## src/rtl/acc_cpu_core.sv

```systemverilog
// Accumulator CPU core: fetch/execute FSM with a single accumulator, C/Z flags,
// a hardware return stack, an output port and a req/ack data-memory interface.
module acc_cpu_core #(
    parameter int DATA_W      = 4,
    parameter int ADDR_W      = 12,
    parameter int STACK_DEPTH = 4
) (
    input  logic                clk,
    input  logic                rst_n,
    output logic [ADDR_W-1:0]   prog_addr,
    input  logic [ADDR_W+3:0]   prog_data,
    output logic                mem_req,
    output logic                mem_we,
    output logic [ADDR_W-1:0]   mem_addr,
    output logic [DATA_W-1:0]   mem_wdata,
    input  logic [DATA_W-1:0]   mem_rdata,
    input  logic                mem_ack,
    input  logic [DATA_W-1:0]   in_port,
    output logic [DATA_W-1:0]   out_port,
    output logic                out_valid,
    output logic                halted,
    output logic                stack_err
);

    localparam int PW   = 4 + ADDR_W;
    localparam int SPW  = $clog2(STACK_DEPTH + 1);
    localparam int IDXW = (STACK_DEPTH > 1) ? $clog2(STACK_DEPTH) : 1;
    localparam logic [SPW-1:0] SP_FULL = SPW'(STACK_DEPTH);

    localparam logic [3:0] OP_NOP   = 4'h0;
    localparam logic [3:0] OP_LDI   = 4'h1;
    localparam logic [3:0] OP_LD    = 4'h2;
    localparam logic [3:0] OP_ST    = 4'h3;
    localparam logic [3:0] OP_ADDI  = 4'h4;
    localparam logic [3:0] OP_ADD   = 4'h5;
    localparam logic [3:0] OP_SUBI  = 4'h6;
    localparam logic [3:0] OP_CMPI  = 4'h7;
    localparam logic [3:0] OP_NANDI = 4'h8;
    localparam logic [3:0] OP_IN    = 4'h9;
    localparam logic [3:0] OP_OUT   = 4'hA;
    localparam logic [3:0] OP_JMP   = 4'hB;
    localparam logic [3:0] OP_JC    = 4'hC;
    localparam logic [3:0] OP_JNZ   = 4'hD;
    localparam logic [3:0] OP_CALL  = 4'hE;
    localparam logic [3:0] OP_RET   = 4'hF;

    typedef enum logic [1:0] {S_FETCH, S_EXEC, S_MEMWAIT, S_HALT} state_t;

    state_t              r_state, w_state_next;
    logic [ADDR_W-1:0]   r_pc, w_pc_next;
    logic [PW-1:0]       r_ir, w_ir_next;
    logic [DATA_W-1:0]   r_a, w_a_next;
    logic                r_c, w_c_next;
    logic                r_z, w_z_next;
    logic [SPW-1:0]      r_sp, w_sp_next;
    logic [DATA_W-1:0]   r_out_port, w_out_port_next;
    logic                r_out_valid, w_out_valid_next;
    logic                r_stack_err, w_stack_err_next;
    logic                w_push;
    logic [ADDR_W-1:0]   r_stack [STACK_DEPTH];

    logic [3:0]          w_op;
    logic [ADDR_W-1:0]   w_f;
    logic [DATA_W-1:0]   w_imm;
    logic [DATA_W-1:0]   w_operand;
    logic [DATA_W:0]     w_add;
    logic [DATA_W:0]     w_sub;
    logic [DATA_W-1:0]   w_nand;
    logic [IDXW-1:0]     w_push_idx;
    logic [IDXW-1:0]     w_ret_idx;

    assign w_op       = r_ir[PW-1:ADDR_W];
    assign w_f        = r_ir[ADDR_W-1:0];
    assign w_imm      = r_ir[DATA_W-1:0];
    // ADD shares the adder with ADDI; its operand arrives from memory on the ack cycle.
    assign w_operand  = (r_state == S_MEMWAIT) ? mem_rdata : w_imm;
    assign w_add      = {1'b0, r_a} + {1'b0, w_operand};
    assign w_sub      = {1'b0, r_a} - {1'b0, w_imm};
    assign w_nand     = ~(r_a & w_imm);
    assign w_push_idx = IDXW'(r_sp);
    assign w_ret_idx  = IDXW'(r_sp - SPW'(1));

    always_comb begin
        w_state_next     = r_state;
        w_pc_next        = r_pc;
        w_ir_next        = r_ir;
        w_a_next         = r_a;
        w_c_next         = r_c;
        w_z_next         = r_z;
        w_sp_next        = r_sp;
        w_out_port_next  = r_out_port;
        w_out_valid_next = 1'b0;
        w_stack_err_next = r_stack_err;
        w_push           = 1'b0;
        case (r_state)
            S_FETCH: begin
                w_ir_next    = prog_data;
                w_pc_next    = r_pc + ADDR_W'(1);
                w_state_next = S_EXEC;
            end
            S_EXEC: begin
                w_state_next = S_FETCH;
                case (w_op)
                    OP_NOP: begin
                        if (w_f != '0) w_state_next = S_HALT;
                    end
                    OP_LDI: begin
                        w_a_next = w_imm;
                        w_z_next = (w_imm == '0);
                    end
                    OP_LD, OP_ST, OP_ADD: w_state_next = S_MEMWAIT;
                    OP_ADDI: begin
                        w_a_next = w_add[DATA_W-1:0];
                        w_c_next = w_add[DATA_W];
                        w_z_next = (w_add[DATA_W-1:0] == '0);
                    end
                    OP_SUBI: begin
                        w_a_next = w_sub[DATA_W-1:0];
                        w_c_next = ~w_sub[DATA_W];
                        w_z_next = (w_sub[DATA_W-1:0] == '0);
                    end
                    OP_CMPI: begin
                        w_c_next = ~w_sub[DATA_W];
                        w_z_next = (w_sub[DATA_W-1:0] == '0);
                    end
                    OP_NANDI: begin
                        w_a_next = w_nand;
                        w_c_next = 1'b0;
                        w_z_next = (w_nand == '0);
                    end
                    OP_IN: begin
                        w_a_next = in_port;
                        w_z_next = (in_port == '0);
                    end
                    OP_OUT: begin
                        w_out_port_next  = r_a;
                        w_out_valid_next = 1'b1;
                    end
                    OP_JMP: w_pc_next = w_f;
                    OP_JC: begin
                        if (r_c) w_pc_next = w_f;
                    end
                    OP_JNZ: begin
                        if (!r_z) w_pc_next = w_f;
                    end
                    OP_CALL: begin
                        if (r_sp == SP_FULL) begin
                            w_stack_err_next = 1'b1;
                            w_state_next     = S_HALT;
                        end else begin
                            w_push    = 1'b1;
                            w_sp_next = r_sp + SPW'(1);
                            w_pc_next = w_f;
                        end
                    end
                    OP_RET: begin
                        if (r_sp == '0) begin
                            w_stack_err_next = 1'b1;
                            w_state_next     = S_HALT;
                        end else begin
                            w_sp_next = r_sp - SPW'(1);
                            w_pc_next = r_stack[w_ret_idx];
                        end
                    end
                    default: ;
                endcase
            end
            S_MEMWAIT: begin
                if (mem_ack) begin
                    w_state_next = S_FETCH;
                    if (w_op == OP_LD) begin
                        w_a_next = mem_rdata;
                        w_z_next = (mem_rdata == '0);
                    end else if (w_op == OP_ADD) begin
                        w_a_next = w_add[DATA_W-1:0];
                        w_c_next = w_add[DATA_W];
                        w_z_next = (w_add[DATA_W-1:0] == '0);
                    end
                end
            end
            S_HALT: ;
            default: w_state_next = S_FETCH;
        endcase
    end

    always_ff @(posedge clk) begin
        if (!rst_n) begin
            r_state     <= S_FETCH;
            r_pc        <= '0;
            r_ir        <= '0;
            r_a         <= '0;
            r_c         <= 1'b0;
            r_z         <= 1'b0;
            r_sp        <= '0;
            r_out_port  <= '0;
            r_out_valid <= 1'b0;
            r_stack_err <= 1'b0;
        end else begin
            r_state     <= w_state_next;
            r_pc        <= w_pc_next;
            r_ir        <= w_ir_next;
            r_a         <= w_a_next;
            r_c         <= w_c_next;
            r_z         <= w_z_next;
            r_sp        <= w_sp_next;
            r_out_port  <= w_out_port_next;
            r_out_valid <= w_out_valid_next;
            r_stack_err <= w_stack_err_next;
        end
    end

    // Return stack holds no reset state; SP alone defines which entries are live.
    always_ff @(posedge clk) begin
        if (rst_n && w_push) r_stack[w_push_idx] <= r_pc;
    end

    assign prog_addr = r_pc;
    assign mem_req   = (r_state == S_MEMWAIT);
    assign mem_we    = (w_op == OP_ST);
    assign mem_addr  = w_f;
    assign mem_wdata = r_a;
    assign out_port  = r_out_port;
    assign out_valid = r_out_valid;
    assign halted    = (r_state == S_HALT);
    assign stack_err = r_stack_err;

endmodule

```

## config.mk

```make
export PLATFORM = sky130hd
export DESIGN_NAME = acc_cpu_core
export DESIGN_NICKNAME = d
export VERILOG_FILES = /design/src/rtl/acc_cpu_core.sv
export SDC_FILE = /design/constraint.sdc
export NUM_CORES = 1
export LEC_CHECK = 0
export CAP_MARGIN = 20
export CORE_UTILIZATION = 35
export CTS_BUF_LIST = sky130_fd_sc_hd__clkbuf_4 sky130_fd_sc_hd__clkbuf_8 sky130_fd_sc_hd__clkbuf_16
export DETAILED_ROUTE_END_ITERATION = 16
export PLACE_DENSITY_LB_ADDON = 0.15
export SKIP_LAST_GASP = 1
export SLEW_MARGIN = 30
export SYNTH_ARGS = -nofsm -noshare
export SYNTH_HDL_FRONTEND = slang
export SYNTH_SLANG_ARGS = --single-unit
export TNS_END_PERCENT = 30
```

## constraint.sdc

```tcl
create_clock -name clk -period 6.4 [get_ports clk]
set_input_delay 1.28 -clock clk [delete_from_list [all_inputs] [get_ports clk]]
set_output_delay 1.28 -clock clk [all_outputs]
set_load 0.005 [all_outputs]
```

==> impl_metrics.env <==
export IMPL_cts_setup_buffers=0
export IMPL_slowest_stage="or4b_1"
export IMPL_dp_cells=704
export IMPL_wl_um=13400
export IMPL_viasPerCell=5.49
export IMPL_ys_async_sr_fraction_pct=0
export IMPL_power_density_nw_per_um2=248
export IMPL_max_slew_worst_pin_slew_ps=822
export IMPL_yosys_warnings=0
export IMPL_min_period_ps=3450
export IMPL_gp_congestion=0.894
export IMPL_cts_resized=0
export IMPL_cp_top_family="compound AO/OA/AOI/OAI gates"
export IMPL_hold_path_end="out_port[0]"
export IMPL_grt_max_degree=45
export IMPL_grt_ovfl_total=0
export IMPL_finalNetCount=587
export IMPL_yosys_area_share_simple_pct=16.0
export IMPL_period_share_pct=53.9
export IMPL_place_hpwl_um=9420
export IMPL_numCtsBuffers=9
export IMPL_criticalPathCategory="primary input to flip-flop"
export IMPL_drv_slew=0
export IMPL_r2r_start="r_sp[0]"
export IMPL_die_width_um=123
export IMPL_p_leak_nw=2.16
export IMPL_final_core_util_pct=43.1
export IMPL_cp_max_fo=4
export IMPL_setup_violations_final=0
export IMPL_via_count=3954
export IMPL_io_buffers=63
export IMPL_cts_hold_buffers=0
export IMPL_max_slew_margin_rel_pct=45.0
export IMPL_clock_sinks=93
export IMPL_die_h_um=123
export IMPL_initial_core_util_pct=36.4
export IMPL_fin_hold_ws_ps=481
export IMPL_final_cell_count_no_fill=720
export IMPL_htreeDepth=3
export IMPL_rows=43
export IMPL_cts_tree="done"
export IMPL_critical_path_depth=10
export IMPL_netlist_instances=499
export IMPL_core_um2=14100
export IMPL_crit_required_ps=6680
export IMPL_r2r_worst_path_cells=9
export IMPL_drtAntennaViolNets=0
export IMPL_firstDrtPassIters=5
export IMPL_critPathArrivalTime_ps=3730
export IMPL_antenna_found_initial=0
export IMPL_synth_xor_area_share_pct=1.02
export IMPL_fillers=1341
export IMPL_grt_usage_pct=18.6
export IMPL_synth_compound_area_share_pct=14.8
export IMPL_ys_seq_area_share_pct=45.6
export IMPL_clockBufferDepth=2
export IMPL_grt_pass1_vias=3692
export IMPL_status="finished clean"
export IMPL_crit_buf_inv=1
export IMPL_synthMuxAreaShare_pct=10.2
export IMPL_path_cells="clkdlybuf4s50_1, nand2_1, o21ai_0, ha_1, a211o_1, a211oi_1, a221o_1, a41oi_1, or4b_1, a21oi_1"
export IMPL_syn_nets=551
export IMPL_vdd_drop_max_mv=0.204
export IMPL_synth_cell_type_count=67
export IMPL_clk_pin_slew_ps=60
export IMPL_clock_skew_ps=11.2
export IMPL_clock_latency_ps=360
export IMPL_clockRootBuffer="clkbuf_16"
export IMPL_drive_above_1_share_pct=9.07
export IMPL_pin_count=64
export IMPL_hp_start="out_port[0]"
export IMPL_grt_pass1_wl_um=20900
export IMPL_drc_errors=0
export IMPL_rsz0062_at_grt="false"
export IMPL_end_kind="flip-flop"
export IMPL_r2r_slack_ps=3330
export IMPL_synthAdderAreaFrac_pct=6.39
export IMPL_min_path_type="flip-flop to flip-flop"
export IMPL_finalSetupTns_ps=0
export IMPL_wire_per_inst_um=18.6
export IMPL_n_antenna_cell=0
export IMPL_r2r_end="prog_addr[7]"
export IMPL_max_freq_mhz=290
export IMPL_max_stage_delay_ps=560
export IMPL_synth_ff_type="edfxtp_1"
export IMPL_fin_ws_ps=2950
export IMPL_synth_top_family_by_area="simple AND/OR/NAND/NOR gates"
export IMPL_synth_edf_count=48
export IMPL_die_area_um2=15200
export IMPL_place_ws_ps=2590
export IMPL_syn_avg_cell_area_um2=10.3
export IMPL_cap_violations=0
export IMPL_hold_viol_final=0
export IMPL_syn2layout_area_growth_pct=18.3
export IMPL_synth_area_um2=5130
export IMPL_min_delay_path_depth=2
export IMPL_ys_ff_latch=93
export IMPL_drt_initial_drc_count=272
export IMPL_critPathLaunchType="primary input"
routing by layer:
metal / track usage (%) / vias up / wire (µm)
li1: - / 1896 / -
met1: 27.2 / 1929 / 6710
met2: 27.4 / 115 / 5760
met3: 4.84 / 14 / 788
met4: 4.29 / 0 / 151
met5: 0 / - / 0
cells by family after synthesis:
group,after synthesis
simple gates,167
compound gates,113
flops,93
buf+inv,58
mux,37
fa+ha+maj,25
xor+xnor,6
cell usage in the layout (no fill, tap or decap), types with 6 or more instances in the layout:
master | Yosys | layout
ha_1 | 23 | 22
o21ai_1 | 11 | 11
nor4_1 | 7 | 7
o21ai_0 | 18 | 18
mux2i_1 | 21 | 21
a21oi_1 | 30 | 30
nand3_1 | 20 | 20
mux4_2 | 12 | 12
nor2_1 | 41 | 41
clkbuf_16 | 0 | 9
clkdlybuf4s50_1 | 0 | 63
a22oi_1 | 7 | 7
edfxtp_1 | 48 | 48
nand2b_1 | 6 | 6
inv_1 | 16 | 16
a31oi_1 | 7 | 7
nand2_1 | 52 | 52
nor3_1 | 6 | 6
dfxtp_1 | 45 | 44
stage by stage:
step	instance area, µm²	total power, mW
floorplan	5130	0.892
global placement	5780	0.991
detailed placement	5780	0.991
CTS	6070	1.52
global route	6070	1.58
finish	6070	1.50
worst register-to-register path, cell delays in order (launching register included):
cell,delay (ps)
dfxtp_2,660
inv_1,140
ha_1,270
ha_1,200
mux2_1,310
nor3b_2,210
o41ai_4,790
o21ai_1,170
nand3_1,130
o21ai_1,80
report_power, final:
part           switching (mW)  internal [mW]
combinational           0.150          0.135
clock                   0.248          0.275
sequential             0.0467          0.649
worst max path at each step:
stage / to / slack, ps / from
2_1_floorplan: mem_wdata[3] / 3210 / r_state[0]
3_3_place_gp: mem_wdata[3] / 2650 / mem_rdata[1]
3_5_place_dp: mem_wdata[3] / 2590 / mem_rdata[1]
4_1_cts: prog_addr[7] / 2930 / r_sp[0]
5_1_grt: mem_wdata[3] / 2810 / mem_rdata[1]
6_report: mem_wdata[3] / 2950 / mem_rdata[1]
synth_stat cells (2+ instances only):
cell type / n / share of area (%)
o32ai_1: 2 / 0.34
o211ai_1: 3 / 0.44
o21a_1: 4 / 0.58
buf_1: 5 / 0.37
a311oi_1: 2 / 0.34
nor2_1: 41 / 3.0
nand2_1: 52 / 3.8
nor3b_1: 3 / 0.44
nor2b_1: 5 / 0.61
clkbuf_1: 15 / 1.1
nand2b_1: 6 / 0.73
and4_1: 2 / 0.34
dfxtp_1: 45 / 18
or2_2: 2 / 0.24
mux4_2: 12 / 5.3
and2_1: 5 / 0.61
a211oi_1: 4 / 0.58
xnor2_1: 4 / 0.68
inv_1: 16 / 1.2
buf_6: 3 / 0.66
o311ai_1: 2 / 0.34
a32oi_1: 2 / 0.34
nand3b_1: 4 / 0.58
nand3_1: 20 / 1.9
a31o_2: 2 / 0.34
ha_1: 23 / 5.6
mux2i_1: 21 / 4.1
a21o_1: 5 / 0.73
mux2_2: 3 / 0.66
nor3_1: 6 / 0.58
o21ai_1: 11 / 1.1
a22oi_1: 7 / 1.0
buf_2: 4 / 0.39
nor4_1: 7 / 0.85
xor2_1: 2 / 0.34
and3_1: 3 / 0.37
a21oi_1: 30 / 2.9
a31oi_1: 7 / 0.85
edfxtp_1: 48 / 28
o21ai_0: 18 / 1.8
fa_1: 2 / 0.78
nand4_1: 2 / 0.24
buf_4: 15 / 2.2
sequential cells by signal, summed over array words and instances (netlist names), 2 cells and up:
| name | cells |
|---|---|
| r_stack | 48 |
| r_ir | 16 |
| prog_addr | 12 |
| mem_wdata | 4 |
| out_port | 4 |
| r_sp | 3 |
| r_state | 2 |
final cells by class:
type,instances,area (µm²),area share (%)
multi-input combinational,348,2490,41.0
sequential,93,2340,38.6
timing repair buffer,67,661,10.9
clock buffer,10,233,3.83
tap,180,225,3.71
inverter,16,60.1,0.989
clock inverter,6,57.6,0.948
Note: power is estimated with default switching activity, not from simulation.
